$ cat src/rtl/alu_seq_pkg.sv
// rtl/alu_seq_pkg.sv - shared constants, state encoding and opcode helpers for alu_sequencer
//
// Purpose: opcode constants (AND..NOT), FSM state encoding, parameter defaults
//          and opcode classification helpers used by the sequencer.
// Ports:   none (package).

package alu_seq_pkg;

   localparam int REG_SIZE_DEF  = 32;
   localparam int MC_CYCLES_DEF = 32;

   localparam logic [3:0] OP_AND = 4'b0000;
   localparam logic [3:0] OP_OR  = 4'b0001;
   localparam logic [3:0] OP_ADD = 4'b0010;
   localparam logic [3:0] OP_SUB = 4'b0011;
   localparam logic [3:0] OP_XOR = 4'b0100;
   localparam logic [3:0] OP_SLL = 4'b0101;
   localparam logic [3:0] OP_SRL = 4'b0110;
   localparam logic [3:0] OP_SLT = 4'b0111;
   localparam logic [3:0] OP_MUL = 4'b1000;
   localparam logic [3:0] OP_DIV = 4'b1001;
   localparam logic [3:0] OP_NOR = 4'b1010;
   localparam logic [3:0] OP_NOT = 4'b1011;

   typedef enum logic [2:0] {
      S_IDLE    = 3'd0,
      S_LOAD_Y  = 3'd1,
      S_EXEC    = 3'd2,
      S_CAPTURE = 3'd3,
      S_DONE    = 3'd4
   } state_t;

   // Opcodes above NOT (1100..1111) are rejected without touching the ALU.
   function automatic logic is_legal(input logic [3:0] op);
      return op <= OP_NOT;
   endfunction

   function automatic logic is_multi_cycle(input logic [3:0] op);
      return (op == OP_MUL) || (op == OP_DIV);
   endfunction

endpackage

$ cat src/rtl/alu_sequencer.sv
// rtl/alu_sequencer.sv - request sequencer driving an external ALU through IDLE/LOAD_Y/EXEC/CAPTURE/DONE
//
// Purpose: accepts one request at a time, loads operand A into Y, presents the
//          opcode and operand B to the ALU for the execute dwell, captures the
//          64-bit ALU result and pulses done (plus illegal for bad opcodes).
// Ports:
//   clk, clr            clock and asynchronous active-high reset
//   start, opcode       request strobe (honoured only while ready) and ALU op
//   operand_a/_b        operands; A goes to Y, B is driven on the ALU bus
//   ready               high only in IDLE
//   alu_ctrl/alu_y/alu_bus  control, Y register and bus operand to the ALU
//   alu_z               combinational ALU result
//   result_lo/_hi       captured low/high halves of alu_z
//   done, illegal       one-cycle completion pulse / illegal-opcode flag

module alu_sequencer
   import alu_seq_pkg::*;
#(
   parameter int REG_SIZE  = REG_SIZE_DEF,
   parameter int MC_CYCLES = MC_CYCLES_DEF
) (
   input  logic                clk,
   input  logic                clr,
   input  logic                start,
   input  logic [3:0]          opcode,
   input  logic [REG_SIZE-1:0] operand_a,
   input  logic [REG_SIZE-1:0] operand_b,
   output logic                ready,
   output logic [3:0]          alu_ctrl,
   output logic [REG_SIZE-1:0] alu_y,
   output logic [REG_SIZE-1:0] alu_bus,
   input  logic [63:0]         alu_z,
   output logic [REG_SIZE-1:0] result_lo,
   output logic [REG_SIZE-1:0] result_hi,
   output logic                done,
   output logic                illegal
);

   // Counter is reloaded with dwell-1 so that EXEC lasts exactly MC_CYCLES.
   localparam logic [7:0] MC_LOAD = 8'(MC_CYCLES - 1);

   state_t              state;
   logic [7:0]          cnt;
   logic [REG_SIZE-1:0] a_lat;

   // alu_ctrl and alu_bus double as the latched opcode and operand B: they are
   // loaded on acceptance and cleared when leaving CAPTURE.
   always_ff @(posedge clk or posedge clr) begin
      if (clr) begin
         state     <= S_IDLE;
         ready     <= 1'b1;
         done      <= 1'b0;
         illegal   <= 1'b0;
         alu_ctrl  <= 4'b0000;
         alu_bus   <= '0;
         alu_y     <= '0;
         a_lat     <= '0;
         cnt       <= 8'd0;
         result_lo <= '0;
         result_hi <= '0;
      end else begin
         done    <= 1'b0;
         illegal <= 1'b0;
         case (state)
            S_IDLE: begin
               if (start) begin
                  ready <= 1'b0;
                  if (is_legal(opcode)) begin
                     state    <= S_LOAD_Y;
                     alu_ctrl <= opcode;
                     alu_bus  <= operand_b;
                     a_lat    <= operand_a;
                  end else begin
                     state   <= S_DONE;
                     done    <= 1'b1;
                     illegal <= 1'b1;
                  end
               end
            end
            S_LOAD_Y: begin
               alu_y <= a_lat;
               cnt   <= is_multi_cycle(alu_ctrl) ? MC_LOAD : 8'd0;
               state <= S_EXEC;
            end
            S_EXEC: begin
               if (cnt == 8'd0) begin
                  state <= S_CAPTURE;
               end else begin
                  cnt <= cnt - 8'd1;
               end
            end
            S_CAPTURE: begin
               result_lo <= REG_SIZE'(alu_z[31:0]);
               result_hi <= REG_SIZE'(alu_z[63:32]);
               alu_ctrl  <= 4'b0000;
               alu_bus   <= '0;
               done      <= 1'b1;
               state     <= S_DONE;
            end
            S_DONE: begin
               ready <= 1'b1;
               state <= S_IDLE;
            end
            default: begin
               ready    <= 1'b1;
               alu_ctrl <= 4'b0000;
               alu_bus  <= '0;
               state    <= S_IDLE;
            end
         endcase
      end
   end

endmodule

$ cat config.mk
export PLATFORM = sky130hd
export DESIGN_NAME = alu_sequencer
export DESIGN_NICKNAME = d
export VERILOG_FILES = /design/src/rtl/alu_seq_pkg.sv /design/src/rtl/alu_sequencer.sv
export SDC_FILE = /design/constraint.sdc
export NUM_CORES = 1
export LEC_CHECK = 0
export ABC_AREA = 1
export BUFFER_PORTS_ARGS = -buffer_cell sky130_fd_sc_hd__buf_2
export CAP_MARGIN = 10
export CORE_ASPECT_RATIO = 1.5
export CORE_UTILIZATION = 40
export DETAILED_ROUTE_END_ITERATION = 8
export MAX_ROUTING_LAYER = met4
export PLACE_DENSITY = 0.68
export SLEW_MARGIN = 20
export SYNTH_ARGS = -nofsm -noshare
export SYNTH_HDL_FRONTEND = slang
export SYNTH_SLANG_ARGS = --single-unit
$ cat constraint.sdc
create_clock -name clk -period 14 [get_ports clk]
set_input_delay 2.1 -clock clk [delete_from_list [all_inputs] [get_ports clk]]
set_output_delay 2.1 -clock clk [all_outputs]
set_load 0.02 [all_outputs]
==> flow_metrics.env, run 1 <==
export IMPL_dp_slack_ns=10.09
export IMPL_muxShareOfSynthArea_pct=10.4
export IMPL_crit_arrival_ns=3.77
export IMPL_use_met2_pct=30.7
export IMPL_worstSkewPairLatency_ns=0.42
export IMPL_rr_worst_depth=7
export IMPL_nFillCells=1553
export IMPL_grt_total_usage_pct=18.0
export IMPL_grt_setup_unrepaired="false"
export IMPL_setup_tns_ns=0
export IMPL_rows=58
export IMPL_drc=0
export IMPL_grt_pass1_wl_um=23700
export IMPL_synth_xor_area_share_pct=0
export IMPL_htreeDepth=4
export IMPL_cts_hold_buf=0
export IMPL_hp_class="reg -> reg"
export IMPL_finClkSkew_ns=0.00759
export IMPL_portBuffers=269
export IMPL_hpwl_um=10800
export IMPL_power_total_w=0.00225
export IMPL_clkSinkCount=178
export IMPL_fin_nets=1039
export IMPL_coreArea_um2=16900
export IMPL_synth_top_family_by_area="simple AND/OR/NAND/NOR gates"
export IMPL_ys_flop_type="dfrtp_1"
export IMPL_yosysSeqAreaShare_pct=64.0
export IMPL_firstDrtPassIters=4
export IMPL_required_ns=14.45
export IMPL_yosysWarnings=0
export IMPL_syn_area_um2=6960
export IMPL_post_cts_buffers=0
export IMPL_drt_total_wl_um=15300
export IMPL_num_vias=5255
export IMPL_ios=270
export IMPL_synth_area_leaders="dfrtp_1 64%, nand2_1 9.1%, mux2_1 6.1%"
export IMPL_cp_startpoint="clr"
export IMPL_finalCritPeriodShare_pct=23.7
export IMPL_grt_max_degree=114
export IMPL_vdd_drop_max_v=0.000130
export IMPL_synth_largest_area_cell="dfrtp_1"
export IMPL_fmax_mhz=301
export IMPL_worstSetupPathType="in -> async"
export IMPL_synthSimpleGateAreaFrac_pct=12.1
export IMPL_start_util_pct=41.1
export IMPL_yosys_register_bits=178
export IMPL_synth_edff_count=0
export IMPL_drt_iter0_markers=217
export IMPL_cts_resized=0
export IMPL_grt_util_met1_pct=19.7
export IMPL_drive_gt1_share_pct=37.2
export IMPL_grt_use_met3_pct=3.83
export IMPL_grt_overflow=0
export IMPL_reg2reg_from="state[0]$_DFFE_PP0P_"
export IMPL_synth_nets=779
export IMPL_whs_path_depth=2
export IMPL_drv_slew=0
export IMPL_synthTopCellsByCount="177 x dfrtp_1, 169 x nand2_1, 70 x o21ai_0, 44 x inv_1, 41 x o21ai_1"
export IMPL_routedWlPerCell_um=13.6
export IMPL_p_per_area_nw_per_um2=249
export IMPL_syn_inst=643
export IMPL_finalCriticalPeriod_ns=3.32
export IMPL_hold_path_startpoint="alu_y[15]$_DFFE_PP0P_"
export IMPL_cts_root_buf="clkbuf_16"
export IMPL_place_inst=1093
export IMPL_finalSetupViolCount=0
export IMPL_clockBufferDepth=2
export IMPL_die_y_um=164
export IMPL_cts_tree="built"
export IMPL_synth_distinct_cells=27
export IMPL_startpoint_type="input pin"
export IMPL_fin_cells=1125
export IMPL_run_status="finished, final reports clean"
export IMPL_slew_headroom_pct=35.0
export IMPL_hold_viol=0
export IMPL_syn_to_final_growth_pct=29.6
export IMPL_ant_nets=0
export IMPL_first_global_vias=4872
export IMPL_antenna_found_initial=1
export IMPL_synth_top_area_share_pct=63.7
export IMPL_worst_slack_ns=10.68
export IMPL_vias_per_cell=4.67
export IMPL_synth_area_per_cell_um2=10.8
export IMPL_dieArea_um2=17900
export IMPL_synthArstFlopShare_pct=100
export IMPL_synthAdderAreaFrac_pct=0.180
export IMPL_busiest_layer="met2"
export IMPL_yosysMostFrequentCell="dfrtp_1"
export IMPL_crit_path_max_fanout=113
export IMPL_place_congestion=0.831
export IMPL_max_cap_viol_count=0
export IMPL_leakage_nw=4.63
export IMPL_cts_clk_slew_worst_paths_ns=0.06
export IMPL_tightest_slew_ns=0.975
export IMPL_cts_buffers=17
export IMPL_fp_dieW_um=110
export IMPL_crit_path_end_kind="async pin"
export IMPL_synth_compound_gate_area_share_pct=8.25
-- cell type report --
cell class              count  area (µm²)  area share [%]
flip-flops and latches    178        4460            49.4
multi-input cells         386        2160            24.0
repair buffers            272        1390            15.4
clock buffers              21         450            5.00
well taps                 210         263            2.91
inverters                  48         185            2.05
clock inverters             9         109            1.21
diodes                      1        2.50          0.0278
-- kinds of logic after synthesis --
group                      Yosys count
muxes                               64
buffers and inverters               79
DFF                                178
adders and majority gates            1
and+or+nand+nor                    207
AOI/OAI and AO/OA                  114
-- worst max-delay path: stages --
cell	delay, ns
buf_2	0.12
inv_6	0.67
buf_4	0.80
-- where the power goes --
part           leakage (nW)  switching (W)  internal (W)
Combinational          2.16       0.000614      0.000324
Sequential             2.20       0.000103      0.000749
Clock                 0.273       0.000191      0.000266
Total                  4.63       0.000907       0.00134
-- layout by cell type, fill, tap and decap left out, types with 2 or more instances in the layout --
cell type  Yosys  routed
buf_2         15     269
dfrtp_1      177     177
nand2_1      169     169
o21ai_0       70      70
inv_1         44      43
o21ai_1       41      41
mux2_1        38      38
mux2_2        26      26
nor2_1        17      17
clkbuf_16      0      17
nand3_1       10       9
inv_2          4       4
nand4_1        3       3
clkinv_2       0       3
clkbuf_1       6       3
nor2_2         2       2
nand2_2        2       2
nand3_4        1       2
inv_6          0       2
bufinv_16      0       2
clkinv_4       0       2
buf_4          8       2
-- final timing paths --
kind	endpoint	slack, ns
setup / recovery	a_lat[17]$_DFFE_PP0P_	10.68
hold / removal	alu_y[15]$_DFFE_PP0P_	0.48
setup reg to reg	a_lat[27]$_DFFE_PP0P_	11.64
hold reg to reg	alu_y[15]$_DFFE_PP0P_	0.48
max in group clk	ready	10.79
min in group asynchronous	result_lo[4]$_DFFE_PP0N_	1.91
-- sequential cells by signal, indices dropped and copies added (netlist names), 3 cells and up --
register	count
a_lat	32
alu_bus	32
alu_y	32
result_hi	32
result_lo	32
cnt	8
alu_ctrl	4
state	3
-- layer usage --
| layer | wire [µm] | part of all wire, % |
|---|---|---|
| met1 | 6090 | 40 |
| met2 | 8140 | 53 |
| met3 | 646 | 4.2 |
| met4 | 410 | 2.7 |
| met5 | 0 | 0 |
-- through the flow --
| stage | hold slack [ns] | util, % | cell area (µm²) |
|---|---|---|---|
| after global placement | 0.460 | 49.8 | 8430 |
| after floorplan | 0.483 | - | 6960 |
| final | 0.479 | 53.3 | 9020 |
| after detailed placement | 0.468 | 49.8 | 8430 |
| after CTS | 0.484 | 53.1 | 8990 |
| after global routing | 0.496 | 53.3 | 9020 |
Power figures use the tool's default switching activity.
==> run 2, diff against run 1 <==
==> constraint.sdc (replaced) <==
create_clock -name clk -period 3.4 [get_ports clk]
set_input_delay 0.51 -clock clk [delete_from_list [all_inputs] [get_ports clk]]
set_output_delay 0.51 -clock clk [all_outputs]
set_load 0.02 [all_outputs]
==> flow_metrics.env, run 2 (synthesis results as in run 1) <==
export IMPL_run_status="finished, final reports clean"
export IMPL_worstSkewPairLatency_ns=0.41
export IMPL_cts_buffers=17
export IMPL_finClkSkew_ns=0.00980
export IMPL_crit_buf_inv=2
export IMPL_finalCritPeriodShare_pct=63.4
export IMPL_ios=270
export IMPL_worstPathCellList="nor2_2, nand2_1, inv_2, buf_4, nand3_4, nand2_4, nand2_1, o21ai_1"
export IMPL_p_per_area_nw_per_um2=1020
export IMPL_power_total_w=0.00927
export IMPL_rows=58
export IMPL_fp_dieW_um=110
export IMPL_fmax_mhz=464
export IMPL_max_cap_viol_count=0
export IMPL_cp_top_family="simple AND/OR/NAND/NOR gates"
export IMPL_crit_arrival_ns=2.48
export IMPL_hpwl_um=10700
export IMPL_firstDrtPassIters=4
export IMPL_hold_viol=0
export IMPL_startpoint_type="register"
export IMPL_clockBufferDepth=2
export IMPL_cts_root_buf="clkbuf_16"
export IMPL_drive_gt1_share_pct=37.4
export IMPL_multiInputGateArea_um2=2160
export IMPL_required_ns=3.72
export IMPL_finalSetupViolCount=0
export IMPL_leakage_nw=4.64
export IMPL_worst_slack_ns=1.25
export IMPL_grt_overflow=0
export IMPL_final_common_cell="buf_2"
export IMPL_clkSinkCount=178
export IMPL_post_cts_buffers=0
export IMPL_crit_path_end_kind="register"
export IMPL_coreArea_um2=16900
export IMPL_cts_tree="built"
export IMPL_reg2reg_from="state[0]$_DFFE_PP0P_"
export IMPL_worstSetupPathType="reg -> reg"
export IMPL_drt_total_wl_um=15200
export IMPL_slowest_stage="nand2_4"
export IMPL_finalCriticalPeriod_ns=2.15
export IMPL_routedWlPerCell_um=13.4
export IMPL_vias_per_cell=4.64
export IMPL_htreeDepth=4
export IMPL_grt_total_usage_pct=18.3
export IMPL_grt_max_degree=87
export IMPL_cts_hold_buf=0
export IMPL_cts_clk_slew_worst_paths_ns=0.07
export IMPL_cts_resized=0
export IMPL_tightest_slew_ns=0.965
export IMPL_portBuffers=269
export IMPL_cp_startpoint="state[0]$_DFFE_PP0P_"
export IMPL_mostFrequentLayoutCells="269 x buf_2, 177 x dfrtp_1, 169 x nand2_1"
export IMPL_r2r_slack_ns=1.25
export IMPL_hp_class="in -> async"
export IMPL_antenna_found_initial=2
export IMPL_dp_slack_ns=1.27
export IMPL_die_y_um=164
export IMPL_setup_tns_ns=0
export IMPL_dieArea_um2=17900
export IMPL_slowest_delay_ns=0.55
export IMPL_fin_nets=1041
export IMPL_start_util_pct=41.1
export IMPL_syn_to_final_growth_pct=30.1
export IMPL_grt_setup_unrepaired="false"
export IMPL_drc=0
export IMPL_drt_iter0_markers=315
export IMPL_nFillCells=1523
export IMPL_grt_pass1_wl_um=24700
export IMPL_drv_slew=0
export IMPL_layout_area_seq_um2=4460
export IMPL_crit_path_max_fanout=72
export IMPL_slew_headroom_pct=35.7
export IMPL_path_common_cell="nand2_1"
export IMPL_num_vias=5245
export IMPL_first_global_vias=5221
export IMPL_ant_nets=0
export IMPL_vdd_drop_max_v=0.000451
export IMPL_place_congestion=0.783
run 2: layer usage:
metal	wire length, µm	part of all wire, %	vias to the layer above	track usage [%]
met5	0	0	-	-
met4	308	2.0	0	7.27
met3	666	4.4	24	3.87
met2	8040	53	146	31.1
met1	6180	41	2464	20.8
li1	-	-	2611	-
run 2: final cells by class:
cell class	count	share of cell area, %
Timing Repair Buffer	274	15.6
Multi-Input combinational cell	386	23.9
Tap cell	210	2.90
Antenna cell	2	0.0553
Sequential cell	178	49.2
Inverter	48	2.03
Clock buffer	22	5.02
Clock inverter	10	1.34
run 2: final timing paths:
kind / endpoint / depth (start not counted)
setup / recovery: alu_bus[7]$_DFFE_PP0P_ / 8
hold / removal: result_hi[1]$_DFFE_PP0N_ / 2
setup reg to reg: alu_bus[7]$_DFFE_PP0P_ / 8
hold reg to reg: alu_y[5]$_DFFE_PP0P_ / 2
max in group asynchronous: result_lo[14]$_DFFE_PP0N_ / 3
min in group clk: a_lat[25]$_DFFE_PP0P_ / 3
run 2: power by group:
part           switching [W]  leakage, nW  internal [W]  total, W
Sequential          0.000409         2.20       0.00308   0.00349
Clock               0.000799        0.280       0.00111   0.00191
Combinational        0.00253         2.16       0.00134   0.00387
Total                0.00374         4.64       0.00553   0.00927
run 2: through the flow:
step / utilization (%) / cells / instance area (µm²) / hold slack (ns)
2_1_floorplan: - / 643 / 6960 / 0.483
3_3_place_gp: 50.1 / 1096 / 8470 / 0.460
3_5_place_dp: 50.1 / 1096 / 8470 / 0.471
4_1_cts: 53.5 / 1128 / 9050 / 0.198
5_1_grt: 53.5 / 1130 / 9050 / 0.226
6_report: 53.5 / 1130 / 9050 / 0.195
